## src/rtl/load_store_unit_if.sv

```systemverilog
// Request/response handshake and word-memory bus between the execute stage,
// the load/store unit and the word-addressed memory.
interface load_store_unit_if #(
  parameter int M = 16,
  parameter int N = 32
);
  logic         req_valid;
  logic         req_ready;
  logic         req_we;
  logic [1:0]   req_size;
  logic         req_signed;
  logic [M+1:0] req_addr;
  logic [N-1:0] req_wdata;

  logic         resp_valid;
  logic         resp_ready;
  logic [N-1:0] resp_rdata;
  logic         resp_err;

  logic [M-1:0] mem_address;
  logic         mem_wf;
  logic [N-1:0] mem_w;
  logic [N-1:0] mem_v;

  modport slave (
    input  req_valid, req_we, req_size, req_signed, req_addr, req_wdata,
    input  resp_ready, mem_v,
    output req_ready, resp_valid, resp_rdata, resp_err,
    output mem_address, mem_wf, mem_w
  );

  modport master (
    output req_valid, req_we, req_size, req_signed, req_addr, req_wdata,
    output resp_ready, mem_v,
    input  req_ready, resp_valid, resp_rdata, resp_err,
    input  mem_address, mem_wf, mem_w
  );
endinterface

```

## src/rtl/load_store_unit.sv

```systemverilog
// Byte-addressed load/store front end for a 32-bit word memory: aligned
// byte/half/word accesses, read-modify-write for sub-word stores.
module load_store_unit #(
  parameter int M       = 16,
  parameter int N       = 32,
  parameter int RD_WAIT = 1
) (
  input  logic             clk,
  input  logic             rst_n,
  load_store_unit_if.slave bus
);

  localparam logic [1:0] IDLE  = 2'd0;
  localparam logic [1:0] READ  = 2'd1;
  localparam logic [1:0] WRITE = 2'd2;
  localparam logic [1:0] RESP  = 2'd3;

  logic [1:0]   state;
  logic [2:0]   cnt;
  logic [M-1:0] mem_address;
  logic         mem_wf;
  logic [N-1:0] mem_w;
  logic         resp_valid;
  logic [N-1:0] resp_rdata;
  logic         resp_err;

  logic         we_p0;
  logic [1:0]   size_p0;
  logic         sgn_p0;
  logic [1:0]   off_p0;
  logic [N-1:0] wdata_p0;
  logic         bad;

  function automatic logic [N-1:0] extend_load(input logic [N-1:0] word,
                                               input logic [1:0]   size,
                                               input logic [1:0]   off,
                                               input logic         sgn);
    logic [N-1:0] sh;
    sh = word >> {off, 3'b000};
    case (size)
      2'd0:    return {{(N-8){sgn & sh[7]}}, sh[7:0]};
      2'd1:    return {{(N-16){sgn & sh[15]}}, sh[15:0]};
      default: return word;
    endcase
  endfunction

  function automatic logic [N-1:0] merge_lanes(input logic [N-1:0] word,
                                               input logic [N-1:0] wdata,
                                               input logic [1:0]   size,
                                               input logic [1:0]   off);
    logic [N-1:0] mask;
    logic [N-1:0] ins;
    mask = (size == 2'd0) ? {{(N-8){1'b0}}, 8'hff} : {{(N-16){1'b0}}, 16'hffff};
    mask = mask << {off, 3'b000};
    ins  = wdata << {off, 3'b000};
    return (word & ~mask) | (ins & mask);
  endfunction

  always_comb begin
    bad = 1'b0;
    case (bus.req_size)
      2'd1:    bad = bus.req_addr[0];
      2'd2:    bad = |bus.req_addr[1:0];
      2'd3:    bad = 1'b1;
      default: bad = 1'b0;
    endcase
  end

  assign bus.req_ready   = (state == IDLE);
  assign bus.mem_address = mem_address;
  assign bus.mem_wf      = mem_wf;
  assign bus.mem_w       = mem_w;
  assign bus.resp_valid  = resp_valid;
  assign bus.resp_rdata  = resp_rdata;
  assign bus.resp_err    = resp_err;

  // p0: request fields captured at accept, held for the whole transaction
  always_ff @(posedge clk) begin
    if (state == IDLE && bus.req_valid) begin
      we_p0    <= bus.req_we;
      size_p0  <= bus.req_size;
      sgn_p0   <= bus.req_signed;
      off_p0   <= bus.req_addr[1:0];
      wdata_p0 <= bus.req_wdata;
    end
  end

  always_ff @(posedge clk or negedge rst_n) begin
    if (!rst_n) begin
      state       <= IDLE;
      cnt         <= '0;
      mem_address <= '0;
      mem_wf      <= 1'b0;
      mem_w       <= '0;
      resp_valid  <= 1'b0;
      resp_rdata  <= '0;
      resp_err    <= 1'b0;
    end else begin
      case (state)
        IDLE: begin
          if (bus.req_valid) begin
            if (bad) begin
              state      <= RESP;
              resp_err   <= 1'b1;
              resp_rdata <= '0;
            end else begin
              mem_address <= bus.req_addr[M+1:2];
              if (bus.req_we && bus.req_size == 2'd2) begin
                state  <= WRITE;
                mem_wf <= 1'b1;
                mem_w  <= bus.req_wdata;
              end else begin
                state <= READ;
                cnt   <= 3'(RD_WAIT - 1);
              end
            end
          end
        end
        READ: begin
          if (cnt == '0) begin
            if (we_p0) begin
              state  <= WRITE;
              mem_wf <= 1'b1;
              mem_w  <= merge_lanes(bus.mem_v, wdata_p0, size_p0, off_p0);
            end else begin
              state      <= RESP;
              resp_rdata <= extend_load(bus.mem_v, size_p0, off_p0, sgn_p0);
            end
          end else begin
            cnt <= cnt - 3'd1;
          end
        end
        WRITE: begin
          mem_wf     <= 1'b0;
          resp_rdata <= '0;
          state      <= RESP;
        end
        default: begin
          // First RESP cycle raises valid; data/err were loaded on entry.
          if (!resp_valid) begin
            resp_valid <= 1'b1;
          end else if (bus.resp_ready) begin
            resp_valid <= 1'b0;
            resp_rdata <= '0;
            resp_err   <= 1'b0;
            state      <= IDLE;
          end
        end
      endcase
    end
  end

endmodule

```

## src/flat_wrapper.sv

```systemverilog
// flat-port wrapper written by rule: the top's interface ports become plain ports
module load_store_unit_flat 
#(
  parameter int M       = 16,
  parameter int N       = 32,
  parameter int RD_WAIT = 1
)
  (clk, rst_n, bus_req_valid, bus_req_we, bus_req_size, bus_req_signed, bus_req_addr, bus_req_wdata, bus_resp_ready, bus_mem_v, bus_req_ready, bus_resp_valid, bus_resp_rdata, bus_resp_err, bus_mem_address, bus_mem_wf, bus_mem_w);
  load_store_unit_if #(.M(M), .N(N)) bus_i ();
  input  logic clk;
  input  logic rst_n;
  input wire logic [$bits(bus_i.req_valid)-1:0] bus_req_valid;
  input wire logic [$bits(bus_i.req_we)-1:0] bus_req_we;
  input wire logic [$bits(bus_i.req_size)-1:0] bus_req_size;
  input wire logic [$bits(bus_i.req_signed)-1:0] bus_req_signed;
  input wire logic [$bits(bus_i.req_addr)-1:0] bus_req_addr;
  input wire logic [$bits(bus_i.req_wdata)-1:0] bus_req_wdata;
  input wire logic [$bits(bus_i.resp_ready)-1:0] bus_resp_ready;
  input wire logic [$bits(bus_i.mem_v)-1:0] bus_mem_v;
  output wire logic [$bits(bus_i.req_ready)-1:0] bus_req_ready;
  output wire logic [$bits(bus_i.resp_valid)-1:0] bus_resp_valid;
  output wire logic [$bits(bus_i.resp_rdata)-1:0] bus_resp_rdata;
  output wire logic [$bits(bus_i.resp_err)-1:0] bus_resp_err;
  output wire logic [$bits(bus_i.mem_address)-1:0] bus_mem_address;
  output wire logic [$bits(bus_i.mem_wf)-1:0] bus_mem_wf;
  output wire logic [$bits(bus_i.mem_w)-1:0] bus_mem_w;
  assign bus_i.req_valid = bus_req_valid;
  assign bus_i.req_we = bus_req_we;
  assign bus_i.req_size = bus_req_size;
  assign bus_i.req_signed = bus_req_signed;
  assign bus_i.req_addr = bus_req_addr;
  assign bus_i.req_wdata = bus_req_wdata;
  assign bus_i.resp_ready = bus_resp_ready;
  assign bus_i.mem_v = bus_mem_v;
  assign bus_req_ready = bus_i.req_ready;
  assign bus_resp_valid = bus_i.resp_valid;
  assign bus_resp_rdata = bus_i.resp_rdata;
  assign bus_resp_err = bus_i.resp_err;
  assign bus_mem_address = bus_i.mem_address;
  assign bus_mem_wf = bus_i.mem_wf;
  assign bus_mem_w = bus_i.mem_w;
  load_store_unit #(.M(M), .N(N), .RD_WAIT(RD_WAIT)) u_core (.clk(clk), .rst_n(rst_n), .bus(bus_i));
endmodule
```

## config.mk

```make
export PLATFORM = sky130hd
export DESIGN_NAME = load_store_unit_flat
export DESIGN_NICKNAME = d
export VERILOG_FILES = /design/src/rtl/load_store_unit_if.sv /design/src/rtl/load_store_unit.sv /design/src/flat_wrapper.sv
export SDC_FILE = /design/constraint.sdc
export NUM_CORES = 1
export LEC_CHECK = 0
export CAP_MARGIN = 20
export CORE_UTILIZATION = 52
export DETAILED_ROUTE_END_ITERATION = 8
export PLACE_DENSITY = 0.95
export SYNTH_ARGS = -nofsm -noshare
export SYNTH_HDL_FRONTEND = slang
export SYNTH_SLANG_ARGS = --single-unit
```

## constraint.sdc

```tcl
create_clock -name clk -period 4.1 [get_ports clk]
set_clock_uncertainty 0.1 [all_clocks]
set_input_delay 0.41 -clock clk [delete_from_list [all_inputs] [get_ports clk]]
set_output_delay 0.41 -clock clk [all_outputs]
set_load 0.01 [all_outputs]
```

; Word-level counts from Yosys, hierarchy flattened
; Cells that the tools add are included.
[totals]
regBits = 126
latch_bits = 0
ram_bits = 0
rom_bits = 0
input_bits = 90
output_inout_bits = 84
wordCells = 103
memories = 0
[classes]
add_sub_neg = 1
mul = 0
div = 0
order_cmp = 0
n_eq_ne = 15
n_shift = 3
mux = 42
bitwise_logic = 8
reduce_logical = 21
[ops]
columns = operator, count
row1 = 2-to-1 mux 32 bit, 11
row2 = one-hot mux 32 bit (2 select lines), 2
row3 = one-hot mux 32 bit (3 select lines), 1
row4 = AND 32 bit, 2
row5 = << shifter 32 x 5 -> 32 bit, 2
row6 = NOT 32 bit, 1
row7 = OR 32 bit, 1
row8 = right shift 32 x 5 -> 16 bit, 1
row9 = AND reduction 6 bit, 3
row10 = 2-to-1 mux 16 bit, 1
row11 = 2-to-1 mux 1 bit, 12
row12 = 2-to-1 mux 2 bit, 6
row13 = 2-to-1 mux 3 bit, 4
row14 = "!= test 2 bit, second input constant", 5
row15 = AND reduction 5 bit, 2
row16 = "!= test 2 x 1 -> 1 bit, second input constant", 4
row17 = nonzero test 4 bit, 2
row18 = "equality test 2 x 1 -> 1 bit, second input constant", 3
row19 = "equality test 2 bit, second input constant", 3
row20 = one-hot mux 1 bit (3 select lines), 2
row21 = one-hot mux 2 bit (3 select lines), 1
row22 = one-hot mux 3 bit (2 select lines), 1
row23 = nonzero test 2 bit, 3
row24 = zero test 2 bit, 2
row25 = other kinds (11), 15

; Logic depth before layout (Yosys ltp)
; Gate-level depths: netlist (run 1).
[logic_depth]
word_depth = 9
ltp_mapped = 10
mapped_depth_nobuf = 6

; Worst setup path after synthesis (run 1)
; Ideal clock, no wire load.
[synth_path]
kind = flip-flop to flip-flop
start = reg u_core.state[0]
end = reg u_core.mem_address[10], in the netlist u_core.bus.mem_address[10]
setup_time_ns = 0.125
arrival_time_ns = 2.381
t_required_ns = 3.875
setup_slack_ns = 1.494
stages_incl_launch_ff = 8
n_path_buf = 2
period_less_slack_ns = 2.606
cell_sequence = dfrtp_1 inv_1 ha_1 buf_4 and2_1 nand2_1 clkbuf_1 mux2_2
[synth_via]
elab_chain_len = 2
[synth_lines]
columns = item, line
row1 = from (decl), load_store_unit.sv:18  ; logic [1:0] state;
row2 = from (signal assigned), load_store_unit.sv:90  ; state <= IDLE;
row3 = from (signal assigned), load_store_unit.sv:103  ; state <= RESP;
row4 = from (signal assigned), load_store_unit.sv:109  ; state <= WRITE;
row5 = zero test 2 bit, --
row6 = net bus_req_ready, flat_wrapper.sv:20  ; output wire logic [$bits(bus_i.req_ready)-1:0] bus_req_ready;
row7 = AND reduction 3 bit (no source line), --
row8 = to (signal assigned), load_store_unit.sv:107  ; mem_address <= bus.req_addr[M+1:2];
row9 = to (decl), load_store_unit.sv:20  ; logic [M-1:0] mem_address;
; The timed path passes the listed nets, and every way through them passes these cells.
; A chain may end at the register's enable or synchronous reset.

; Worst setup path in the final report (run 1)
[layout_path]
start = reg u_core.state[1]
end = reg u_core.resp_rdata[21], in the netlist u_core.bus.resp_rdata[21]
[layout_via]
elab_chain_len = 3
word_cells_on_any_way = 11
classes_between = 6 x eq/ne / 1 x mux / 4 x reduce/logical
[layout_lines]
columns = item, line
row1 = "equality test 2 x 1 -> 1 bit, or another cell as far along", load_store_unit.sv:99  ; case (state)
row2 = "!= test 2 bit (no source line), or another cell as far along", --
row3 = AND reduction 6 bit (no source line), --
row4 = to (signal assigned), load_store_unit.sv:127  ; resp_rdata <= extend_load(bus.mem_v, size_p0, off_p0, sgn_p0);
row5 = to (decl), load_store_unit.sv:24  ; logic [N-1:0] resp_rdata;
; Parallel ways exist; a longest one is shown, timed or not.

==> impl_summary.txt, run 1 <==
----------------------------------------------------
[Run status]
  Outcome ... completed

[Placement]
  Routability Congestion ... 0.912
  Number of buffer cells added on primary ports ... 173
  DPL Wire Length ... 13.2 mm

[CTS]
  Total CTS buffers ... 9
  Clock tree from TritonCTS ... built
  H-tree depth ... 3
  Clock transition time at the flip-flop clock pins of the worst setup and hold paths ... 80 ps
  Skew-Pair Late Insertion Delay ... 370 ps
  # Post-CTS Setup Buffers ... 0
  Sinks on the clock net ... 110
  CTS Buffer Depth ... 2
  Clock root cell ... clkbuf_16

[Worst setup path]
  Arrival time at the worst endpoint ... 3230 ps
  Crit path launch ... u_core.state[1]
  Minimum setup slack among reg-to-reg paths ... just over 1000 ps
  CP Class ... register to register
  Endpoint of the most critical register-to-register path ... u_core.bus.resp_rdata[21]
  Worst endpoint required time ... ~4300 ps
  Top Family by Delay on Critical Path ... simple AND/OR/NAND/NOR gates
  Biggest cell delay along the critical path ... 750 ps
  CP max FO ... 30
  Critical register-to-register path startpoint ... u_core.state[1]
  Crit-path cells ... inv_1 -> ha_2 -> nand2b_1 -> a211oi_1 -> nand3_1 -> o211ai_1
  CP startpoint kind ... register
  WP depth ... 6
  Worst setup EP type ... register
  End point of the critical path ... u_core.bus.resp_rdata[21]
  Worst path slowest cell ... nand3_1
  Number of cells traversed by the worst register-to-register path ... 6
  Number of buffer and inverter instances along the worst setup path ... 1

[Power]
  Worst VDD drop ... 0.546 mV
  Total chip power ... between 5 and 6 mW
  Leakage power ... 3.23 nW
  Pwr Density ... just over 700 mW/mm^2

[Detailed routing]
  Vias ... between 5,000 and 6,000
  Via density per instance ... 6.40
  1st-iter DRT viols ... 431
  Number of nets still failing antenna checks after routing ... 0
  DRT Wirelength ... 18.3 mm
  Residual DRC count ... 0
  Routed length per instance ... ~21 um
  Initial DRT Pass Iterations ... 7

[Timing]
  Setup TNS ... 0 ps
  Post-route minimum period ... 3080 ps
  Setup violation total in the final timing report ... 0
  Slew Limit Fails ... 0
  Setup repair after global routing missed its margin ... no
  Tightest slew margin relative to the limit ... 23.0%
  Hold Vio Cnt, Final ... 0
  Final critical-path share of the clock period ... 75.1%
  Transition time at the pin with the least slew margin ... 1160 ps
  Max Fclk ... 325 MHz

[Global route]
  Initial antenna violation count ... 0
  Vias in the first global route ... 5,394
  Met2 GRT Util ... 49.2%
  Met3 track utilization from global routing ... 9.70%
  Peak-usage layer in the global routing report ... met2
  GRT Resource Usage Total ... between 30 and 40%
  Maximum number of pins on one net before global-route repair ... 89
  Wire length of the first global-routing pass ... 28.0 mm
  Residual overflow from global routing ... 0
  GR Layer Usage met1 ... 39.9%

[Finish]
  Count of filler cells inserted in the layout ... between 700 and 800
  Ant. Diodes ... 0
  Commonest cells after routing, fill and taps aside ... clkdlybuf4s50_1, dfrtp_1, mux2_2
  Layout cell share with drive strength beyond 1 ... 15.7%
  Area taken by multi-input logic gates ... 0.00288 mm^2
  Most common library cell in the layout ignoring fill and taps ... clkdlybuf4s50_1
  Final design utilization ... a little over 70%
  FF+latch area ... 0.00286 mm^2
  Layout-stage area growth over the synthesis result ... 35.1%
  Layout Nets ... ~800

[Yosys]
  Most used flip-flop cell after synthesis ... dfrtp_1
  Portion of the post-synthesis area used by sequential elements ... 47.2%
  Area leader, netlist ... dfrtp_1
  Top cells by area in the synthesized netlist ... dfrtp_1, mux2_2, edfxtp_1
  Share of synthesized registers carrying an async set or reset ... 80.0%
  Count of mapped cells out of synthesis ... between 500 and 600
  Yosys warning count ... 0
  Number of flops mapped to enable cells by yosys ... 22
  Share of Yosys cell area claimed by the top area cell type ... 36.3%
  Count of different cell masters after synthesis ... 57
  Count of state elements after synthesis ... 110
  Avg Cell Area, Syn ... 11.0 um^2
  Post-synthesis net count ... 647
  Cell area after technology mapping ... a little over 0.006 mm^2

[Die]
  Die X-Extent ... 110 um
  DIE AREA ... 0.0121 mm^2
  Standard-cell row count ... 39
  Height of the chip ... 110 um
  Ports ... 174
  Core Area ... approximately 0.011 mm^2
  Starting density of the core ... between 50% and 60%

[Job]
  Max-cap viol count ... 0

[Worst hold path]
  HP Class ... input pin to async pin

----------------------------------------------------
==> cell usage after synthesis, drive strengths merged, types with 9 or more instances <==
library cell,instances
dfrtp,88
mux2,68
inv,32
clkbuf,31
o31ai,26
o211ai,24
o221ai,24
edfxtp,22
nand2,20
mux2i,17
nand3,17
nand4,17
o21ai,17
a211oi,15
buf,15
nor2,15
o2bb2ai,15
nor3,11
a21oi,10
o32ai,9
==> through the flow <==
step,hold WS (ps),instances,instance area (um^2),setup WS (ps)
final,357,851,8200,1020
after global routing,390,851,8200,766
after CTS,206,849,8160,1090
after detailed placement,373,833,7870,1090
after global placement,366,833,7870,1190
after floorplan,14.4,551,6070,1490
==> cell families (layout without fill, tap and decap cells) <==
| kind of cell | after synthesis | in the layout | synth area share, % |
|---|---|---|---|
| and+or+nand+nor | 104 | 104 | 9.22 |
| muxes | 86 | 86 | 15.9 |
| buffers and inverters | 80 | 237 | 5.38 |
| AOI/OAI and AO/OA | 165 | 165 | 21.1 |
| DFF | 110 | 110 | 47.2 |
| adders and majority gates | 6 | 6 | 1.24 |
==> layer usage <==
layer	vias up	wire length (um)
met3	57	1770
li1	2443	-
met2	315	8710
met4	0	669
met5	-	0
met1	2628	7100
==> worst min path at each step <==
stage	slack, ps	endpoint
floorplan	10	u_core.bus.mem_address[0]
global placement	370	u_core.cnt[1]
detailed placement	370	u_core.bus.resp_rdata[1]
CTS	210	u_core.bus.mem_w[30]
global route	390	u_core.bus.mem_w[22]
finish	360	u_core.bus.mem_w[22]
==> report_power, final <==
part           total [mW]  switching (mW)  internal (mW)
clock network       0.872           0.445          0.428
registers            1.88           0.307           1.58
logic                3.10            1.55           1.55
total                5.85            2.30           3.55
==> sequential cells by signal, summed over array words and instances (netlist names) <==
register and cells:
u_core.bus.mem_address 16, u_core.bus.mem_w 32, u_core.bus.mem_wf 1, u_core.bus.resp_err 1, u_core.bus.resp_rdata 32, u_core.bus.resp_valid 1
u_core.cnt 3, u_core.off_p0 2, u_core.sgn_p0 1, u_core.size_p0 2, u_core.state 2, u_core.wdata_p0 16
u_core.we_p0 1
==> cell type report <==
class,instances,share of cell area [%]
clock buffers,9,2.75
multi-input cells,361,35.1
repair buffers,187,22.7
clock inverters,7,0.809
inverters,34,1.56
flip-flops and latches,110,34.9
well taps,143,2.18
==> repair_timing <==
| item | 4_1_cts | 5_1_grt |
|---|---|---|
| hold endpoints to repair | 0 | 16 |
| gates resized for setup | 0 | 0 |
| hold buffers | 0 | 1 |
(Power assumes the default switching activity.)
==> run 2, diff against run 1 <==
- CORE_UTILIZATION: 52 -> 48
- PLACE_DENSITY: 0.95 -> 0.9
- clock period: 4.1 -> 3.13 ns (I/O delays scaled with it)
==> impl_summary.txt, run 2 (same netlist as run 1, synthesis figures left out) <==
----------------------------------------------------
[Die]
  Standard-cell row count ... 40
  DIE AREA ... 0.0131 mm^2
  Starting density of the core ... roughly half
  Height of the chip ... 114 um
  Ports ... 174
  Core Area ... between 0.01 and 0.015 mm^2
  Die X-Extent ... 114 um

[Worst setup path]
  Worst endpoint required time ... about 3300 ps
  CP max FO ... 16
  CP startpoint kind ... register
  CP Class ... register to register
  Worst setup EP type ... register
  Arrival time at the worst endpoint ... 2900 ps

[Timing]
  Setup repair after global routing missed its margin ... no
  Setup TNS ... 0 ps
  Tightest slew margin relative to the limit ... 37.6%
  Max Fclk ... 362 MHz
  Slew Limit Fails ... 0
  Setup ws final ... 369 ps
  Post-route minimum period ... approximately 2800 ps
  Setup violation total in the final timing report ... 0
  Final critical-path share of the clock period ... 88.2%
  Hold Vio Cnt, Final ... 0
  Transition time at the pin with the least slew margin ... approximately 930 ps

[Job]
  Max-cap viol count ... 0

[Power]
  Pwr Density ... 932 mW/mm^2
  Relative contribution of the clock network to total power ... between 10% and 20%
  Logic gate share of total power ... 53.1%
  Leakage power ... 3.26 nW
  Worst VDD drop ... 0.838 mV
  Switch share ... 39.4%
  Portion of total power attributed to sequential cells ... 32.0%
  Sw power ... 3.03 mW
  Internal Dissipation ... 4.67 mW

[Detailed routing]
  Initial DRT Pass Iterations ... 5
  Vias ... roughly 5,500
  Via density per instance ... 6.25
  Residual DRC count ... 0
  1st-iter DRT viols ... between 400 and 500
  DRT Wirelength ... approximately 19 mm
  Number of nets still failing antenna checks after routing ... 0
  Routed length per instance ... ~21 um

[Finish]
  Layout Nets ... 802
  Commonest cells after routing, fill and taps aside ... clkdlybuf4s50_1, dfrtp_1, mux2_2
  Most common library cell in the layout ignoring fill and taps ... clkdlybuf4s50_1
  Layout cell share with drive strength beyond 1 ... around 16%
  Layout-stage area growth over the synthesis result ... 36.2%
  Final non-filler cell area ... 0.00826 mm^2
  Ant. Diodes ... 0
  Biggest regs ... u_core.bus.mem_w: 32 flops, u_core.bus.resp_rdata: 32 flops
  Final standard cell count with taps included and fillers excluded ... 879
  Count of filler cells inserted in the layout ... 857

[CTS]
  Clock transition time at the flip-flop clock pins of the worst setup and hold paths ... roughly 80 ps
  CTS Buffer Depth ... 2
  Skew-Pair Late Insertion Delay ... ~350 ps
  Count of hold-fix buffers inserted at cts ... 0
  Sinks on the clock net ... between 100 and 150
  # Post-CTS Setup Buffers ... 0
  Clock root cell ... clkbuf_16
  Clock tree from TritonCTS ... built
  H-tree depth ... 3
  Cells resized by post-CTS repair ... 0
  Total CTS buffers ... 9

[Placement]
  Post-detailed-placement cell area ... a little under 0.008 mm^2
  Pre-CTS setup slack ... between 400 and 500 ps
  Routability Congestion ... 0.898
  Number of buffer cells added on primary ports ... between 150 and 200
  DPL Wire Length ... 13.9 mm
  Placed insts ... 861

[Global route]
  Maximum number of pins on one net before global-route repair ... 89
  Vias in the first global route ... ~5,500
  Residual overflow from global routing ... 0
  Initial antenna violation count ... 0
  GRT Resource Usage Total ... 29.0%
  Wire length of the first global-routing pass ... 29.2 mm

[Run status]
  Outcome ... completed

[Worst hold path]
  HP Class ... input pin to async pin

----------------------------------------------------
run 2: cell types whose count changed in the layout (fill, tap and decap cells not counted), sizes merged:
| cell | delta |
|---|---|
| inv | -1 |
| clkinvlp | -2 |
| clkinv | +3 |
| buf | +3 |
run 2: stage by stage:
| step | hold slack (ps) | util [%] | total power [mW] |
|---|---|---|---|
| 2_1_floorplan | -82.6 | - | 4.75 |
| 3_3_place_gp | 364 | 65.1 | 6.31 |
| 3_5_place_dp | 373 | 65.1 | 6.50 |
| 4_1_cts | 108 | 67.6 | 7.66 |
| 5_1_grt | 275 | 67.9 | 8.11 |
| 6_report | 262 | 67.9 | 7.70 |
run 2: power groups by stage:
| stage | Combinational [mW] | Clock, mW | Sequential (mW) |
|---|---|---|---|
| finish | 4.09 | 1.15 | 2.46 |
| global route | 4.37 | 1.22 | 2.53 |
| CTS | 4.05 | 1.15 | 2.46 |
| detailed placement | 4.02 | 0 | 2.48 |
| global placement | 3.87 | 0 | 2.44 |
| floorplan | 2.15 | 0 | 2.60 |
run 2: layout make-up:
class	count	area, um^2	area share, %
clock buffers	9	225	2.73
flip-flops and latches	110	2860	34.6
multi-input cells	361	2880	34.8
inverters	34	128	1.54
repair buffers	190	1880	22.7
well taps	168	210	2.54
clock inverters	7	78.8	0.954
run 2: path summary, 6_finish.rpt:
kind	start	to	slack, ps	cells after the start
setup / recovery	u_core.state[1]	u_core.bus.resp_rdata[15]	370	6
min in group clk	u_core.cnt[0]	u_core.cnt[0]	390	1
setup reg to reg	u_core.state[1]	u_core.bus.resp_rdata[15]	370	6
max in group asynchronous	rst_n	u_core.bus.mem_w[15]	2050	3
hold reg to reg	u_core.cnt[0]	u_core.cnt[0]	390	1
hold / removal	rst_n	u_core.bus.mem_address[7]	260	2
run 2: critical path, cell delays in order, from the launching register on:
cell and delay, ps:
dfrtp_1 430, inv_1 100, ha_1 410, nor4b_2 570
a221o_1 220, or3_1 470, mux2_4 340
run 2: routing by layer:
metal | share of wire, % | up-vias | GRT usage [%]
li1 | - | 2442 | -
met1 | 41 | 2687 | 38.3
met5 | 0 | - | 0
met4 | 2.3 | 0 | 8.74
met2 | 49 | 325 | 48.2
met3 | 8.2 | 38 | 6.19
==> run 3, diff against run 2 <==
- CORE_UTILIZATION: 48 -> 65
- CTS_BUF_LIST: not set -> sky130_fd_sc_hd__clkbuf_2
- DONT_BUFFER_PORTS: not set -> 1
==> impl_summary.txt, run 3 (same netlist as run 1, synthesis figures left out) <==
----------------------------------------------------
[Detailed routing]
  Initial DRT Pass Iterations ... 6
  1st-iter DRT viols ... 632
  Vias ... around 5,400
  Routed length per instance ... 25.5 um
  DRT Wirelength ... 18.8 mm
  Via density per instance ... 7.35
  Number of nets still failing antenna checks after routing ... 0
  Residual DRC count ... 0

[CTS]
  Clock transition time at the flip-flop clock pins of the worst setup and hold paths ... 320 ps
  CTS Buffer Depth ... 2
  Sinks on the clock net ... 110
  Clock tree from TritonCTS ... built
  # Post-CTS Setup Buffers ... 0
  Total CTS buffers ... 9
  Clock root cell ... clkbuf_2
  Skew-Pair Late Insertion Delay ... 630 ps
  H-tree depth ... 3

[Power]
  Pwr Density ... 879 mW/mm^2
  Switch share ... 45.8%
  Logic gate share of total power ... 44.8%
  Worst VDD drop ... 0.566 mV
  Leakage power ... roughly 2.9 nW
  Portion of total power attributed to sequential cells ... 44.4%
  Sw power ... 2.89 mW
  Internal Dissipation ... 3.42 mW
  Relative contribution of the clock network to total power ... 10.8%

[Finish]
  Final non-filler cell area ... 0.00718 mm^2
  Final design utilization ... 80.7%
  Biggest regs ... u_core.bus.mem_w: 32 flops, u_core.bus.resp_rdata: 32 flops
  Count of filler cells inserted in the layout ... 484
  Layout cell share with drive strength beyond 1 ... 18.0%
  Layout-stage area growth over the synthesis result ... 18.3%
  Most common library cell in the layout ignoring fill and taps ... dlygate4sd3_1
  Layout Nets ... just over 700
  Commonest cells after routing, fill and taps aside ... dlygate4sd3_1, dfrtp_1, mux2_2

[Die]
  Height of the chip ... roughly 100 um
  DIE AREA ... about 0.01 mm^2
  Die X-Extent ... 98.6 um
  Core Area ... approximately 0.0089 mm^2
  Ports ... 174
  Standard-cell row count ... 34
  Starting density of the core ... 68.2%

[Worst setup path]
  Worst endpoint required time ... 3590 ps
  Worst setup EP type ... register
  Arrival time at the worst endpoint ... approximately 3500 ps
  CP Class ... register to register
  CP max FO ... 23
  CP startpoint kind ... register

[Timing]
  Max Fclk ... 334 MHz
  Final critical-path share of the clock period ... 95.6%
  Hold Vio Cnt, Final ... 0
  Transition time at the pin with the least slew margin ... 859 ps
  Setup violation total in the final timing report ... 0
  Tightest slew margin relative to the limit ... 42.7%
  Setup TNS ... 0 ps
  Post-route minimum period ... 2990 ps
  Slew Limit Fails ... 0
  Setup repair after global routing missed its margin ... no

[Placement]
  Routability Congestion ... approximately 0.95
  Post-detailed-placement cell area ... between 0.006 and 0.007 mm^2
  Number of buffer cells added on primary ports ... 0
  DPL Wire Length ... 11.8 mm

[Global route]
  Maximum number of pins on one net before global-route repair ... 89
  Vias in the first global route ... ~5,400
  Residual overflow from global routing ... 0
  GRT Resource Usage Total ... 39.9%
  Initial antenna violation count ... 2
  Wire length of the first global-routing pass ... 29.4 mm

[Worst hold path]
  HP Class ... input pin to register

[Job]
  Max-cap viol count ... 0

[Run status]
  Outcome ... completed

----------------------------------------------------
==> run 3: changes by cell type in the layout (fill, tap and decap cells not counted) <==
cell / change
clkbuf_16: -9
clkdlybuf4s50_1: -172
diode_2: +1
clkinv_4: -2
inv_8: +2
clkinv_8: -1
dlygate4sd3_1: +90
clkinvlp_4: +1
buf_4: -1
clkbuf_2: +9
==> run 3: power groups by stage <==
stage / logic [mW] / clock network, mW / registers [mW]
after global placement: 2.43 / 0 / 2.78
after floorplan: 2.15 / 0 / 2.60
final: 2.83 / 0.680 / 2.80
after CTS: 2.72 / 0.669 / 2.78
after detailed placement: 2.57 / 0 / 2.80
after global routing: 3.05 / 0.720 / 2.85
==> run 3: final cells by class <==
class | instances | area [um^2] | area share, %
Timing Repair Buffer | 107 | 1050 | 14.6
Multi-Input combinational cell | 361 | 2880 | 40.1
Inverter | 34 | 128 | 1.78
Sequential cell | 110 | 2860 | 39.9
Clock buffer | 9 | 45.0 | 0.628
Antenna cell | 1 | 2.50 | 0.0349
Clock inverter | 7 | 75.1 | 1.05
Tap cell | 108 | 135 | 1.88
==> run 3: worst paths after layout <==
path	cells after the start	startpoint	to	slack (ps)
min in group asynchronous	2	rst_n	u_core.bus.mem_w[12]	110
worst max-delay path	5	u_core.size_p0[1]	u_core.bus.resp_rdata[2]	140
worst min register to register	1	u_core.cnt[0]	u_core.cnt[0]	450
max in group asynchronous	2	rst_n	u_core.cnt[0]	2460
worst min-delay path	4	bus_mem_v[9]	u_core.bus.resp_rdata[9]	3
worst max register to register	5	u_core.size_p0[1]	u_core.bus.resp_rdata[2]	140
==> run 3: what timing repair did <==
item | in CTS | in global routing
gates resized for setup | 0 | 0
hold buffers | 92 | 0
endpoints found under the hold margin | 192 | 0
==> run 3: through the flow <==
| stage | worst slack, ps | cells | power [mW] | hold slack [ps] |
|---|---|---|---|---|
| floorplan | 524 | 551 | 4.75 | -82.6 |
| global placement | 592 | 628 | 5.21 | -79.0 |
| detailed placement | 295 | 628 | 5.37 | -79.0 |
| CTS | 271 | 736 | 6.17 | 1.33 |
| global route | 1.51 | 737 | 6.62 | 5.27 |
| finish | 138 | 737 | 6.31 | 2.78 |
==> run 3: metal layers <==
layer | part of all wire [%] | vias to the layer above | wire length (um) | global-route usage, %
met2 | 46 | 482 | 8710 | 63.4
met1 | 35 | 2542 | 6510 | 48.5
met5 | 0 | - | 0 | 0
met3 | 13 | 109 | 2470 | 12.0
li1 | - | 2281 | - | -
met4 | 5.9 | 0 | 1110 | 23.3
==> run 3: critical path, stage by stage, from the launching register on <==
cell and delay (ps):
edfxtp_1 980, clkinv_1 520, o21ai_1 420, a22oi_1 180, dlygate4sd3_1 600, o2bb2ai_1 150
